--- src/rtl/uart_tx_queue_if.sv ---
// Producer/transmitter-side bundle of the UART TX queue; master drives the inputs, slave is the queue.
interface uart_tx_queue_if #(
  parameter int ADDR_W = 4
);
  logic              i_wr_en;
  logic [7:0]        i_wr_data;
  logic              i_tx_busy;
  logic              i_clr_ovf;
  logic              o_tx_start;
  logic [7:0]        o_tx_data;
  logic              o_full;
  logic              o_empty;
  logic [ADDR_W:0]   o_count;
  logic              o_overflow;

  modport master (
    output i_wr_en, i_wr_data, i_tx_busy, i_clr_ovf,
    input  o_tx_start, o_tx_data, o_full, o_empty, o_count, o_overflow
  );

  modport slave (
    input  i_wr_en, i_wr_data, i_tx_busy, i_clr_ovf,
    output o_tx_start, o_tx_data, o_full, o_empty, o_count, o_overflow
  );
endinterface

--- src/rtl/uart_tx_queue.sv ---
// Byte FIFO feeding a UART transmitter via start pulse / busy handshake; start is 2 cycles after a write to an idle empty queue.
// Backpressure: writes into a full queue are dropped (sticky overflow) unless a pop happens on the same edge.
module uart_tx_queue #(
  parameter int DEPTH        = 16,
  parameter int ADDR_W       = 4,
  parameter int BUSY_TIMEOUT = 8
) (
  input  logic           clk,
  input  logic           reset,
  uart_tx_queue_if.slave bus
);
  localparam int CNT_W = ADDR_W + 1;
  localparam int TMO_W = $clog2(BUSY_TIMEOUT + 1);
  localparam logic [CNT_W-1:0] FULL_CNT = CNT_W'(DEPTH);

  typedef enum logic [1:0] {IDLE, LAUNCH, WAIT_BUSY, WAIT_DONE} state_t;

  state_t            state_q, state_d;
  logic [7:0]        mem_q [DEPTH];
  logic [7:0]        mem_d [DEPTH];
  logic [ADDR_W-1:0] wr_ptr_q, wr_ptr_d;
  logic [ADDR_W-1:0] rd_ptr_q, rd_ptr_d;
  logic [CNT_W-1:0]  count_q, count_d;
  logic [TMO_W-1:0]  tmo_q, tmo_d;
  logic              tx_start_q, tx_start_d;
  logic [7:0]        tx_data_q, tx_data_d;
  logic              ovf_q, ovf_d;

  logic full, empty, pop, wr_acc, wr_drop;

  assign full    = (count_q == FULL_CNT);
  assign empty   = (count_q == '0);
  assign pop     = (state_q == IDLE) && !empty && !bus.i_tx_busy;
  // A full queue still takes a write when the same edge frees a slot.
  assign wr_acc  = bus.i_wr_en && (!full || pop);
  assign wr_drop = bus.i_wr_en && full && !pop;

  always_comb begin
    mem_d     = mem_q;
    wr_ptr_d  = wr_ptr_q;
    rd_ptr_d  = rd_ptr_q;
    count_d   = count_q;
    tx_data_d = tx_data_q;
    ovf_d     = ovf_q;
    if (wr_acc) begin
      mem_d[wr_ptr_q] = bus.i_wr_data;
      wr_ptr_d        = wr_ptr_q + ADDR_W'(1);
    end
    if (pop) begin
      tx_data_d = mem_q[rd_ptr_q];
      rd_ptr_d  = rd_ptr_q + ADDR_W'(1);
    end
    case ({wr_acc, pop})
      2'b10:   count_d = count_q + CNT_W'(1);
      2'b01:   count_d = count_q - CNT_W'(1);
      default: count_d = count_q;
    endcase
    if (wr_drop) begin
      ovf_d = 1'b1;
    end else if (bus.i_clr_ovf) begin
      ovf_d = 1'b0;
    end
  end

  always_comb begin
    state_d    = state_q;
    tmo_d      = tmo_q;
    tx_start_d = 1'b0;
    case (state_q)
      IDLE: begin
        if (pop) begin
          state_d    = LAUNCH;
          tx_start_d = 1'b1;
        end
      end
      LAUNCH: begin
        tmo_d   = TMO_W'(BUSY_TIMEOUT);
        state_d = WAIT_BUSY;
      end
      WAIT_BUSY: begin
        if (bus.i_tx_busy) begin
          state_d = WAIT_DONE;
        end else begin
          // No busy within the window: the byte is abandoned, not retried.
          tmo_d = tmo_q - TMO_W'(1);
          if (tmo_q == TMO_W'(1)) begin
            state_d = IDLE;
          end
        end
      end
      WAIT_DONE: begin
        if (!bus.i_tx_busy) begin
          state_d = IDLE;
        end
      end
      default: state_d = IDLE;
    endcase
  end

  always_ff @(posedge clk or negedge reset) begin
    if (!reset) begin
      state_q    <= IDLE;
      wr_ptr_q   <= '0;
      rd_ptr_q   <= '0;
      count_q    <= '0;
      tmo_q      <= '0;
      tx_start_q <= 1'b0;
      tx_data_q  <= 8'h00;
      ovf_q      <= 1'b0;
    end else begin
      state_q    <= state_d;
      wr_ptr_q   <= wr_ptr_d;
      rd_ptr_q   <= rd_ptr_d;
      count_q    <= count_d;
      tmo_q      <= tmo_d;
      tx_start_q <= tx_start_d;
      tx_data_q  <= tx_data_d;
      ovf_q      <= ovf_d;
    end
  end

  always_ff @(posedge clk) begin
    mem_q <= mem_d;
  end

  assign bus.o_tx_start = tx_start_q;
  assign bus.o_tx_data  = tx_data_q;
  assign bus.o_full     = full;
  assign bus.o_empty    = empty;
  assign bus.o_count    = count_q;
  assign bus.o_overflow = ovf_q;
endmodule

--- src/flat_wrapper.sv ---
// flat-port wrapper written by rule: the top's interface ports become plain ports
module uart_tx_queue_flat 
#(
  parameter int DEPTH        = 16,
  parameter int ADDR_W       = 4,
  parameter int BUSY_TIMEOUT = 8
)
  (clk, reset, bus_i_wr_en, bus_i_wr_data, bus_i_tx_busy, bus_i_clr_ovf, bus_o_tx_start, bus_o_tx_data, bus_o_full, bus_o_empty, bus_o_count, bus_o_overflow);
  uart_tx_queue_if #(.ADDR_W(ADDR_W)) bus_i ();
  input  logic clk;
  input  logic reset;
  input wire logic [$bits(bus_i.i_wr_en)-1:0] bus_i_wr_en;
  input wire logic [$bits(bus_i.i_wr_data)-1:0] bus_i_wr_data;
  input wire logic [$bits(bus_i.i_tx_busy)-1:0] bus_i_tx_busy;
  input wire logic [$bits(bus_i.i_clr_ovf)-1:0] bus_i_clr_ovf;
  output wire logic [$bits(bus_i.o_tx_start)-1:0] bus_o_tx_start;
  output wire logic [$bits(bus_i.o_tx_data)-1:0] bus_o_tx_data;
  output wire logic [$bits(bus_i.o_full)-1:0] bus_o_full;
  output wire logic [$bits(bus_i.o_empty)-1:0] bus_o_empty;
  output wire logic [$bits(bus_i.o_count)-1:0] bus_o_count;
  output wire logic [$bits(bus_i.o_overflow)-1:0] bus_o_overflow;
  assign bus_i.i_wr_en = bus_i_wr_en;
  assign bus_i.i_wr_data = bus_i_wr_data;
  assign bus_i.i_tx_busy = bus_i_tx_busy;
  assign bus_i.i_clr_ovf = bus_i_clr_ovf;
  assign bus_o_tx_start = bus_i.o_tx_start;
  assign bus_o_tx_data = bus_i.o_tx_data;
  assign bus_o_full = bus_i.o_full;
  assign bus_o_empty = bus_i.o_empty;
  assign bus_o_count = bus_i.o_count;
  assign bus_o_overflow = bus_i.o_overflow;
  uart_tx_queue #(.DEPTH(DEPTH), .ADDR_W(ADDR_W), .BUSY_TIMEOUT(BUSY_TIMEOUT)) u_core (.clk(clk), .reset(reset), .bus(bus_i));
endmodule
--- config.mk ---
export PLATFORM = sky130hd
export DESIGN_NAME = uart_tx_queue_flat
export DESIGN_NICKNAME = d
export VERILOG_FILES = /design/src/rtl/uart_tx_queue_if.sv /design/src/rtl/uart_tx_queue.sv /design/src/flat_wrapper.sv
export SDC_FILE = /design/constraint.sdc
export NUM_CORES = 1
export LEC_CHECK = 0
export ABC_AREA = 1
export BUFFER_PORTS_ARGS = -buffer_cell sky130_fd_sc_hd__buf_2
export CORE_MARGIN = 1
export CORE_UTILIZATION = 65
export CTS_BUF_LIST = sky130_fd_sc_hd__clkbuf_2
export CTS_CLUSTER_SIZE = 8
export DETAILED_ROUTE_END_ITERATION = 8
export PLACE_DENSITY_LB_ADDON = 0.3
export SLEW_MARGIN = 20
export SYNTH_ARGS = -nofsm -noshare
export SYNTH_HDL_FRONTEND = slang
export SYNTH_SLANG_ARGS = --single-unit
export TNS_END_PERCENT = 30
--- constraint.sdc ---
create_clock -name clk -period 5.1 [get_ports clk]
set_input_delay 0.51 -clock clk [delete_from_list [all_inputs] [get_ports clk]]
set_output_delay 0.51 -clock clk [all_outputs]
set_load 0.05 [all_outputs]
Word-level counts from Yosys, hierarchy flattened
Cells that the tools add are included.
- register bits: 157
- input bits: 13
- output and inout bits: 17
- logic and storage cells: 81
- add/subtract/negate cells: 5
- $lt $le $gt $ge: 3
- equality and inequality tests: 11
- mux-type cells: 18
- bitwise gates (word level): 2
- reductions and logical operators: 18
- operators by type and width (kind ; count):
    128-bit bitwise mux ; 1
    8-bit binary-select mux with 4-bit select ; 1
    8-bit demux with 4-bit select ; 1
    8-bit two-way mux ; 3
    5-bit greater-or-equal comparator, second input constant ; 2
    4-bit NOT with 5-bit output ; 2
    5-bit case mux with 2 select lines ; 1
    4-bit by 1-bit adder with 4-bit output, second input constant ; 2
    2-bit two-way mux ; 4
    2-bit case mux with 4 select lines ; 1
    4-bit case mux with 2 select lines ; 1
    2-bit == test, second input constant ; 3
    1-bit logical AND ; 6
    2-bit nonzero test ; 3
    5-bit by 1-bit adder with 5-bit output, second input constant ; 1
    5-bit == test, second input constant ; 1
    5-bit logical NOT ; 1
    5-bit by 1-bit < comparator with 1-bit output, second input constant ; 1
    5-bit by 1-bit subtractor with 5-bit output, second input constant ; 1
    2-bit by 1-bit == test with 1-bit output, second input constant ; 2
    4-bit by 1-bit == test with 1-bit output, second input constant ; 1
    1-bit logical NOT ; 4
    1-bit two-way mux ; 4
    4-bit two-way mux ; 1
    8 further kinds ; 9

Depth between registers and ports, before layout
Gate-level depths: netlist of the first run.
- depth in word-level cells: 8
- gate-level depth with buffers: 18
- depth with buffers taken out: 17

Worst setup path after synthesis of the first run
No wires, ideal clock.
- path kind: register to register
- start point: register u_core.count_q[3], in the netlist u_core.bus.o_count[3]
- end point: register u_core.count_q[4], in the netlist u_core.bus.o_count[4]
- library setup time: 118 ps
- data arrival time: 2576 ps
- required time: 4982 ps
- setup slack: 2406 ps
- cell stages (with the launch flop): 18
- path buffers: 1
- clock period less this slack: 2694 ps
- cells stage by stage: dfrtp_1 -> nor2_1 -> nand3_1 -> nor2_4 -> nand2_1 -> nand2_1 -> ha_1 -> clkbuf_2 -> xor2_1 -> ha_1 -> a21oi_1 -> nor2_1 -> nand2_1 -> nand2_1 -> nand2_1 -> nand2_1 -> nand2_1 -> nand2_1
- elaborated cells on any way between the ends: 14
- those cells by class: add/sub: 2; eq/ne: 3; mux: 1; reduce/logical: 8
- RTL lines (what ; line ; RTL):
    from (decl) ; uart_tx_queue.sv:23 ; logic [CNT_W-1:0] count_q, count_d;
    from (signal assigned) ; uart_tx_queue.sv:114 ; count_q <= count_d;
    5-bit == test (*) ; uart_tx_queue.sv:31 ; assign full = (count_q == FULL_CNT);
    net bus_o_full ; flat_wrapper.sv:18 ; output wire logic [$bits(bus_i.o_full)-1:0] bus_o_full;
    1-bit logical NOT (*) ; uart_tx_queue.sv:35 ; assign wr_acc = bus.i_wr_en && (!full || pop);
    1-bit logical OR (*) ; uart_tx_queue.sv:35 ;
    1-bit logical AND (*) ; uart_tx_queue.sv:35 ;
    2-bit by 1-bit == test with 1-bit output or 2-bit == test (tied branches) ; uart_tx_queue.sv:53 ; case ({wr_acc, pop})
    5-bit case mux with 2 select lines or 2-bit nonzero test (tied branches) ; - ;
Mark *: on every way through the listed nets, which the timed path passes. The rest lies on a longest branch.
A chain may end at the register's enable or synchronous reset.

Final worst setup path of the first run
- start point: register u_core.rd_ptr_q[0]
- end point: register u_core.tx_data_q[1], in the netlist u_core.bus.o_tx_data[1]
- cells in the longest elaborated chain, start to end: 4
- ends and longest elaborated chain (what ; line ; RTL):
    from (decl) ; uart_tx_queue.sv:22 ; logic [ADDR_W-1:0] rd_ptr_q, rd_ptr_d;
    from (signal assigned) ; uart_tx_queue.sv:113 ; rd_ptr_q <= rd_ptr_d;
    4-bit NOT with 5-bit output (implied by the code) ; uart_tx_queue.sv:50 ; tx_data_d = mem_q[rd_ptr_q];
    8-bit binary-select mux with 4-bit select ; uart_tx_queue.sv:50 ;
    8-bit two-way mux (implied by the code) (2 in a row) ; uart_tx_queue.sv:50 ;
    to (signal assigned) ; uart_tx_queue.sv:117 ; tx_data_q <= tx_data_d;
    to (decl) ; uart_tx_queue.sv:26 ; logic [7:0] tx_data_q, tx_data_d;
Every way passes these cells. The select of a mux whose other input is x is not followed.

==> results.yml, run 1 <==
run_status:
  status: "complete, no violations"
worst_hold_path:
  hold_path.class: "input pin to flop"
floorplan:
  die_y_um: 106
  rows: 37
  design.core.area_um2: 10400
  fp.dieArea_um2: 11200
  io_pins: 30
  die_w_um: 106
  start_util: 0.676
synthesis:
  synth_top_area_frac: 0.546
  synth_seq_area_share: 0.649
  syn_area_um2: 7040
  synth_warnings: 0
  syn_inst: 721
  ys.flop_type: "edfxtp_1"
  syn_area_per_cell_um2: 9.76
  synth.distinct_cells: 24
  synth_area_leader_cell: "edfxtp_1"
  synth-edff-count: 128
  ys_ff_latch: 157
  synth_fp_nets: 744
  synth_common_cells: "nand2_1 (238), edfxtp_1 (128), inv_1 (124)"
  synth-async-reset-ratio: 0.185
  yosys-top-cells-area: "edfxtp_1 (55%), nand2_1 (13%), dfrtp_1 (10%)"
  yosys.cell_count.top_type: "nand2_1"
timing:
  rsz0062_at_grt: "false"
  setup_viol: 0
  hold_viol_final: 0
  worst_slew_pin_slew_ns: 1.05
  period_share: 0.589
  relSlewSlack: 0.299
  fmax_ghz: 0.333
  fin_ws_ns: 2.09
  finClkSkew_ns: 0.0349
  fin_crit_ns: 3.01
  hold_ws_ns: 0.114
  setup_tns_ns: 0
  timing.final.max_slew_violations: 0
worst_setup_path:
  critPathKind: "flop to flop"
  worstSetupStartpointType: "flop"
  worstPathMaxFanout: 67
  crit_slowest_cell: "clkinv_1"
  crit_arrival_ns: 3.58
  slowest_delay_ns: 0.75
  end_kind: "flop"
  required_ns: 5.67
  cpMostUsedCell: "nand2_1"
  crit_chain: "buf_4, clkinv_1, buf_4, nand2_1, nand2_1, nand2_1, nand3_1, nand3_1, nand2_1, nand2_1, nand2_1"
clocking:
  cts_htree_levels: 4
  cts.path.max_buffers: 2
  cts_tree: "built"
  root_buffer: "clkbuf_2"
  clkTransAtPathRegs_ns: 0.22
  clkSinkCount: 157
  numCtsBuffers: 17
  insertion_delay_ns: 0.68
  ctsResizeCount: 0
detailed_routing:
  drtAntennaViolNets: 0
  drtPass1Iterations: 6
  viasPerCell: 5.51
  drt_iter0_markers: 415
  drc: 0
  wl_per_cell_um: 16.9
  vias: 4935
  wl_mm: 15.1
grt:
  grt_max_degree: 68
  grt_pass1_wl_mm: 23.7
  antenna_found_initial: 0
  grt_overflow: 0
  grt_pass1_vias: 4753
  grt_usage: 0.288
placement:
  placed_area_um2: 7240
  place.gp.congestion: 0.885
  port_buffers: 29
  dp_hpwl_mm: 9.78
  pre_cts_ws_ns: 2.20
layout:
  diodes: 0
  final_nets: 769
  area_growth_pct: 7.31
  drive_above_1_share: 0.0896
  stdcell_area_um2: 7550
power:
  powerDensity_nw_per_um2: 548
  leakagePower_nw: 3.47
  vdd_drop_max_mv: 0.358
run:
  max_cap_viol_count: 0
-- layer usage --
layer,vias to the layer above,global-route usage,part of all wire
li1,2355,-,-
met2,225,0.487,0.50
met4,0,0.0982,0.022
met1,2324,0.372,0.40
met5,-,0,0
met3,31,0.0644,0.076
-- cells in the final DEF (no fill, tap or decap) --
cell,synthesis,layout
a21boi_4,1,1
nand4_1,1,1
dfrtp_1,29,28
ha_1,10,10
buf_4,0,3
nand3b_1,2,2
xnor2_1,2,2
buf_2,22,29
clkinvlp_4,0,1
nor2_1,22,22
bufinv_16,0,4
xor2_1,6,6
nand2_2,1,1
clkbuf_2,1,20
dlygate4sd3_1,0,2
a21oi_1,2,2
clkinv_4,0,5
edfxtp_1,128,128
nor3_1,1,1
o21ai_1,1,1
o22ai_1,1,1
nand2_1,238,238
dfrtp_2,0,1
nor2_4,1,1
nand3_1,111,111
inv_1,124,123
inv_6,0,2
clkinv_1,1,2
o21ai_0,11,11
-- repair_timing --
action / 4_1_cts / 5_1_grt
hold buffers: 2 / 0
endpoints found under the hold margin: 30 / 0
setup buffers: 0 / 0
-- sequential cells by signal, indices dropped and copies added, names as in the netlist --
signal,flops
u_core.mem_q,128
u_core.bus.o_tx_data,8
u_core.bus.o_count,5
u_core.rd_ptr_q,4
u_core.tmo_q,4
u_core.wr_ptr_q,4
u_core.state_q,2
u_core.bus.o_overflow,1
u_core.bus.o_tx_start,1
-- logic make-up (layout without fill, tap and decap cells) --
| logic type | count (synthesis) | count (layout) | synth area share |
|---|---|---|---|
| buf+inv | 153 | 191 | 0.0857 |
| flops | 157 | 157 | 0.649 |
| fa+ha+maj | 10 | 10 | 0.0178 |
| xor+xnor | 8 | 8 | 0.00996 |
| compound gates | 16 | 16 | 0.0135 |
| simple gates | 377 | 377 | 0.224 |
-- report_power, final --
| part | switching, W | internal (W) |
|---|---|---|
| logic | 0.00119 | 0.000444 |
| clock network | 0.000439 | 0.000335 |
| registers | 0.000140 | 0.00160 |
| total | 0.00177 | 0.00238 |
-- metrics by stage --
step                cells  utilization  total power, W
floorplan             721            -         0.00296
global placement      861        0.695         0.00331
detailed placement    861        0.695         0.00337
CTS                   895        0.725         0.00413
global route          895        0.725         0.00438
finish                895        0.725         0.00414
-- worst max-delay path, delay by kind of cell (launching register included) --
kind | cells | cell delay [ns]
buffers and inverters | 3 | 1.80
DFF | 1 | 0.39
and+or+nand+nor | 8 | 0.68
-- final timing paths --
kind,start,cells past startpoint,to,slack (ns)
max in group asynchronous,reset,2,u_core.rd_ptr_q[0],4.21
min in group asynchronous,reset,2,u_core.state_q[1],0.41
setup reg to reg,u_core.rd_ptr_q[0],11,u_core.bus.o_tx_data[1],2.09
hold / removal,bus_i_wr_en,3,u_core.bus.o_overflow,0.11
hold reg to reg,u_core.bus.o_tx_data[6],2,u_core.bus.o_tx_data[6],0.52
setup / recovery,u_core.rd_ptr_q[0],11,u_core.bus.o_tx_data[1],2.09
-- area by class of cell --
| type | instances | area [um2] |
|---|---|---|
| sequential | 157 | 4570 |
| fill | 740 | 2860 |
| multi-input combinational | 411 | 1870 |
| inverter | 125 | 469 |
| clock inverter | 12 | 189 |
| timing repair buffer | 34 | 188 |
| tap | 136 | 170 |
| clock buffer | 20 | 100 |
Note: power is estimated with default switching activity, not from simulation.
==> run 2, diff against run 1 <==
--- a/config.mk
+++ b/config.mk
@@ -8,7 +8,7 @@
 export ABC_AREA = 1
 export BUFFER_PORTS_ARGS = -buffer_cell sky130_fd_sc_hd__buf_2
 export CORE_MARGIN = 1
-export CORE_UTILIZATION = 65
+export CORE_UTILIZATION = 64
 export CTS_BUF_LIST = sky130_fd_sc_hd__clkbuf_2
 export CTS_CLUSTER_SIZE = 8
 export DETAILED_ROUTE_END_ITERATION = 8
==> constraint.sdc (replaced) <==
create_clock -name clk -period 3.1 [get_ports clk]
set_input_delay 0.31 -clock clk [delete_from_list [all_inputs] [get_ports clk]]
set_output_delay 0.31 -clock clk [all_outputs]
set_load 0.05 [all_outputs]
==> results.yml, run 2 (synthesized netlist as in run 1, its figures left out) <==
layout:
  fin_util: 0.731
  regMostFlops: "u_core.mem_q"
  multiInputGateArea_um2: 1870
  largest_reg_flops: 128
  area_growth_pct: 9.17
  fillers: 720
  drive_above_1_share: 0.0920
  final-seq-area_um2: 4570
  final_nets: 782
  layout_common_cells: "nand2_1 (238), edfxtp_1 (128), inv_1 (122)"
  instances_no_fill: 909
  stdcell_area_um2: 7680
  layout_commonest_cell: "nand2_1"
floorplan:
  start_util: 0.670
  io_pins: 30
  rows: 37
  fp.dieArea_um2: 11400
  die_w_um: 107
  design.core.area_um2: 10500
  die_y_um: 107
power:
  combPwrFrac: 0.407
  clockPowerShare: 0.175
  internal_power_w: 0.00388
  sequentialPowerShare: 0.418
  power_switching_w: 0.00299
  vdd_drop_max_mv: 0.747
  leakagePower_nw: 3.52
  switching_share: 0.435
  powerDensity_nw_per_um2: 893
detailed_routing:
  wl_mm: 15.2
  vias: 4986
  drtAntennaViolNets: 0
  viasPerCell: 5.49
  drc: 0
  drtPass1Iterations: 5
  drt_iter0_markers: 519
  wl_per_cell_um: 16.7
worst_setup_path:
  worstSetupStartpointType: "flop"
  worstPathMaxFanout: 16
  crit_arrival_ns: 3.43
  end_kind: "flop"
  critPathKind: "flop to flop"
  required_ns: 3.73
timing:
  timing.final.max_slew_violations: 0
  worst_slew_pin_slew_ns: 0.909
  setup_tns_ns: 0
  hold_viol_final: 0
  fin_crit_ns: 2.80
  finClkSkew_ns: 0.0417
  period_share: 0.902
  fin_ws_ns: 0.303
  relSlewSlack: 0.390
  fmax_ghz: 0.358
  setup_viol: 0
  rsz0062_at_grt: "false"
grt:
  grt_pass1_wl_mm: 24.2
  grt_usage: 0.292
  antenna_found_initial: 1
  grt_pass1_vias: 5028
  grt_overflow: 0
  grt_max_degree: 67
run:
  max_cap_viol_count: 0
worst_hold_path:
  hold_path.class: "input pin to asynchronous set/reset pin"
clocking:
  cts.path.max_buffers: 2
  insertion_delay_ns: 0.73
  cts_tree: "built"
  clkSinkCount: 157
  root_buffer: "clkbuf_2"
  cts_htree_levels: 4
  post-cts-setup-buffers: 0
  numCtsBuffers: 17
  clkTransAtPathRegs_ns: 0.22
placement:
  pre_cts_ws_ns: 0.368
  dp_cells: 863
  port_buffers: 29
  dp_hpwl_mm: 9.53
  place.gp.congestion: 0.943
  placed_area_um2: 7270
run_status:
  status: "complete, no violations"
-- run 2: path summary, 6_finish.rpt --
kind                                               from                       to  slack (ns)  depth (start not counted)
max in group asynchronous                         reset       u_core.rd_ptr_q[0]        2.49                          2
worst max register to register    u_core.bus.o_count[0]    u_core.bus.o_count[4]        0.30                         15
min in group clk                       bus_i_wr_data[4]          u_core.mem_q[4]        0.51                          2
worst min register to register  u_core.bus.o_tx_data[7]  u_core.bus.o_tx_data[7]        0.53                          2
worst min-delay path                              reset          u_core.tmo_q[2]        0.13                          2
worst max-delay path              u_core.bus.o_count[0]    u_core.bus.o_count[4]        0.30                         15
-- run 2: cell type report --
class,instances,share of cell area
inverter,125,0.0616
antenna,1,0.000326
sequential,157,0.595
clock buffer,17,0.0111
multi-input combinational,411,0.243
tap,136,0.0221
clock inverter,15,0.0243
timing repair buffer,47,0.0423
-- run 2: power groups by stage --
stage | combinational (W) | sequential, W | clock, W
final | 0.00279 | 0.00287 | 0.00120
after global routing | 0.00309 | 0.00289 | 0.00129
after CTS | 0.00276 | 0.00285 | 0.00120
after detailed placement | 0.00272 | 0.00290 | 0
after global placement | 0.00260 | 0.00288 | 0
after floorplan | 0.00176 | 0.00311 | 0
-- run 2: repair_timing --
| action | CTS | global route |
|---|---|---|
| setup endpoints to repair | 0 | 1 |
| hold buffers | 13 | 0 |
| endpoints found under the hold margin | 140 | 0 |
| gates resized for setup | 0 | 2 |
-- run 2: worst max-delay path, cell delays in order, from the launching register on --
cell and delay [ns]:
dfrtp_1 0.50, nor2_1 0.15, nand4_1 0.20, nand2_4 0.25
clkinvlp_4 0.26, ha_1 0.34, xor2_1 0.22, ha_1 0.20
a21oi_1 0.17, nor2_1 0.09, nand2_1 0.09, nand2_1 0.06
nand2_1 0.06, nand2_1 0.04, nand2_1 0.05, nand2_1 0.05
-- run 2: layer usage --
| layer | GRT usage | up-vias | share of wire |
|---|---|---|---|
| li1 | - | 2380 | - |
| met1 | 0.352 | 2340 | 0.38 |
| met2 | 0.495 | 219 | 0.52 |
| met3 | 0.0705 | 47 | 0.067 |
| met4 | 0.138 | 0 | 0.033 |
| met5 | 0 | - | 0 |
-- run 2: metrics by stage --
stage               power, W  hold slack [ns]
floorplan            0.00487           0.0144
global placement     0.00548            0.366
detailed placement   0.00562            0.375
CTS                  0.00682            0.115
global route         0.00727            0.109
finish               0.00686            0.129
==> run 3, diff against run 2 <==
--- a/config.mk
+++ b/config.mk
@@ -8,7 +8,7 @@
 export ABC_AREA = 1
 export BUFFER_PORTS_ARGS = -buffer_cell sky130_fd_sc_hd__buf_2
 export CORE_MARGIN = 1
-export CORE_UTILIZATION = 64
+export CORE_UTILIZATION = 40
 export CTS_BUF_LIST = sky130_fd_sc_hd__clkbuf_2
 export CTS_CLUSTER_SIZE = 8
 export DETAILED_ROUTE_END_ITERATION = 8
==> results.yml, run 3 (synthesized netlist as in run 1, its figures left out) <==
placement:
  place.gp.congestion: 0.806
  port_buffers: 29
  dp_hpwl_mm: 9.98
  dp_cells: 953
detailed_routing:
  drc: 0
  wl_mm: 15.6
  route.met2.wl_mm: 7.51
  drtPass1Iterations: 4
  wl_met1_mm: 7.14
  wl_per_cell_um: 15.6
  drt_iter0_markers: 327
  wl_met3_um: 636
  vias: 4764
  viasPerCell: 4.77
  top_layer: "met4"
  drtAntennaViolNets: 0
floorplan:
  io_pins: 30
  die_w_um: 135
  rows: 48
  design.core.area_um2: 17200
  die_y_um: 135
  start_util: 0.408
  fp.dieArea_um2: 18100
layout:
  final-seq-area_um2: 4570
  largest_reg_flops: 128
  regMostFlops: "u_core.mem_q"
  layout_commonest_cell: "nand2_1"
  fillers: 1621
  instances_no_fill: 999
  area_growth_pct: 10.0
  final_nets: 783
  drive_above_1_share: 0.0880
  layout_common_cells: "nand2_1 (238), edfxtp_1 (128), inv_1 (122)"
  multiInputGateArea_um2: 1870
timing:
  timing.final.max_slew_violations: 0
  hold_viol_final: 0
  rsz0062_at_grt: "false"
  setup_viol: 0
  finClkSkew_ns: 0.0295
  fmax_ghz: 0.368
  period_share: 0.878
  fin_crit_ns: 2.72
  worst_slew_pin_slew_ns: 1.02
  relSlewSlack: 0.314
  setup_tns_ns: 0
worst_setup_path:
  reg2reg_depth: 16
  worstPathMaxFanout: 16
  worstSetupStartpointType: "flop"
  crit_slowest_cell: "dfrtp_1"
  crit_arrival_ns: 3.42
  end_kind: "flop"
  required_ns: 3.80
  critPathKind: "flop to flop"
  crit_chain: "nor2_1, nand4_1, nand2_2, nand2_1, nand2_1, ha_1, xor2_1, ha_1, a21oi_1, nor2_1, nand2_1, nand2_1, nand2_1, nand2_1, nand2_1, nand2_1"
  r2r_slack_ns: 0.38
  cpMostUsedCell: "nand2_1"
  slowest_delay_ns: 0.48
run_status:
  status: "complete, no violations"
run:
  max_cap_viol_count: 0
clocking:
  numCtsBuffers: 17
  cts.path.max_buffers: 2
  insertion_delay_ns: 0.73
  cts_htree_levels: 4
  clkTransAtPathRegs_ns: 0.21
  clkSinkCount: 157
  root_buffer: "clkbuf_2"
  cts_tree: "built"
  ctsResizeCount: 0
grt:
  grt_pass1_vias: 4597
  grt_usage: 0.185
  grt_max_degree: 67
  grt_overflow: 0
  grt_pass1_wl_mm: 24.7
  antenna_found_initial: 1
worst_hold_path:
  hold_path.class: "input pin to asynchronous set/reset pin"
power:
  powerDensity_nw_per_um2: 866
  leakagePower_nw: 3.50
  vdd_drop_max_mv: 0.431
run 3: cell count changes in the layout (fill, tap and decap cells not counted), sizes merged:
cell | before | now
clkbuf | 17 | 19
bufinv | 3 | 2
clkinvlp | 2 | 3
clkinv | 9 | 10
inv | 126 | 123
buf | 34 | 35
run 3: cell type report:
| class | instances | area share |
|---|---|---|
| inverters | 125 | 0.0606 |
| well taps | 225 | 0.0364 |
| flip-flops and latches | 157 | 0.590 |
| clock inverters | 13 | 0.0162 |
| clock buffers | 19 | 0.0123 |
| diodes | 1 | 0.000323 |
| repair buffers | 48 | 0.0430 |
| multi-input cells | 411 | 0.241 |
run 3: worst paths after layout:
kind | startpoint | endpoint
setup / recovery | u_core.bus.o_count[3] | u_core.bus.o_count[4]
min in group clk | bus_i_tx_busy | u_core.state_q[1]
hold reg to reg | u_core.bus.o_tx_data[5] | u_core.bus.o_tx_data[5]
max in group asynchronous | reset | u_core.rd_ptr_q[0]
hold / removal | reset | u_core.state_q[1]
setup reg to reg | u_core.bus.o_count[3] | u_core.bus.o_count[4]
run 3: timing repair:
| item | in CTS | in global routing |
|---|---|---|
| buffers inserted | 0 | 0 |
| hold buffers | 13 | 0 |
| endpoints found under the hold margin | 164 | 0 |
run 3: power breakdown:
group          leakage [nW]  internal [W]  switching, W
sequential             1.51       0.00263      0.000191
combinational          1.86      0.000785       0.00204
clock                 0.130      0.000363      0.000702
run 3: critical path: cells and delay by family (launching register included):
family	cells	cell delay (ns)
simple gates	12	1.40
fa+ha+maj	2	0.52
flops	1	0.48
xor+xnor	1	0.22
compound gates	1	0.05
run 3: layer usage:
metal  up-vias  track usage
li1       2380            -
met1      2243        0.249
met2       117        0.296
met3        24       0.0353
met4         0       0.0737
met5         -            0
run 3: per-stage QoR:
stage                     utilization  worst slack (ns)  area (um2)  power (W)  hold WS, ns
after floorplan                     -             0.406        7040    0.00487       0.0144
after global placement          0.429             0.568        7390    0.00567        0.381
after detailed placement        0.429             0.462        7390    0.00568        0.383
after CTS                       0.449             0.368        7740    0.00676       0.0634
after global routing            0.449            0.0973        7740    0.00717        0.114
final                           0.449             0.379        7740    0.00671        0.101
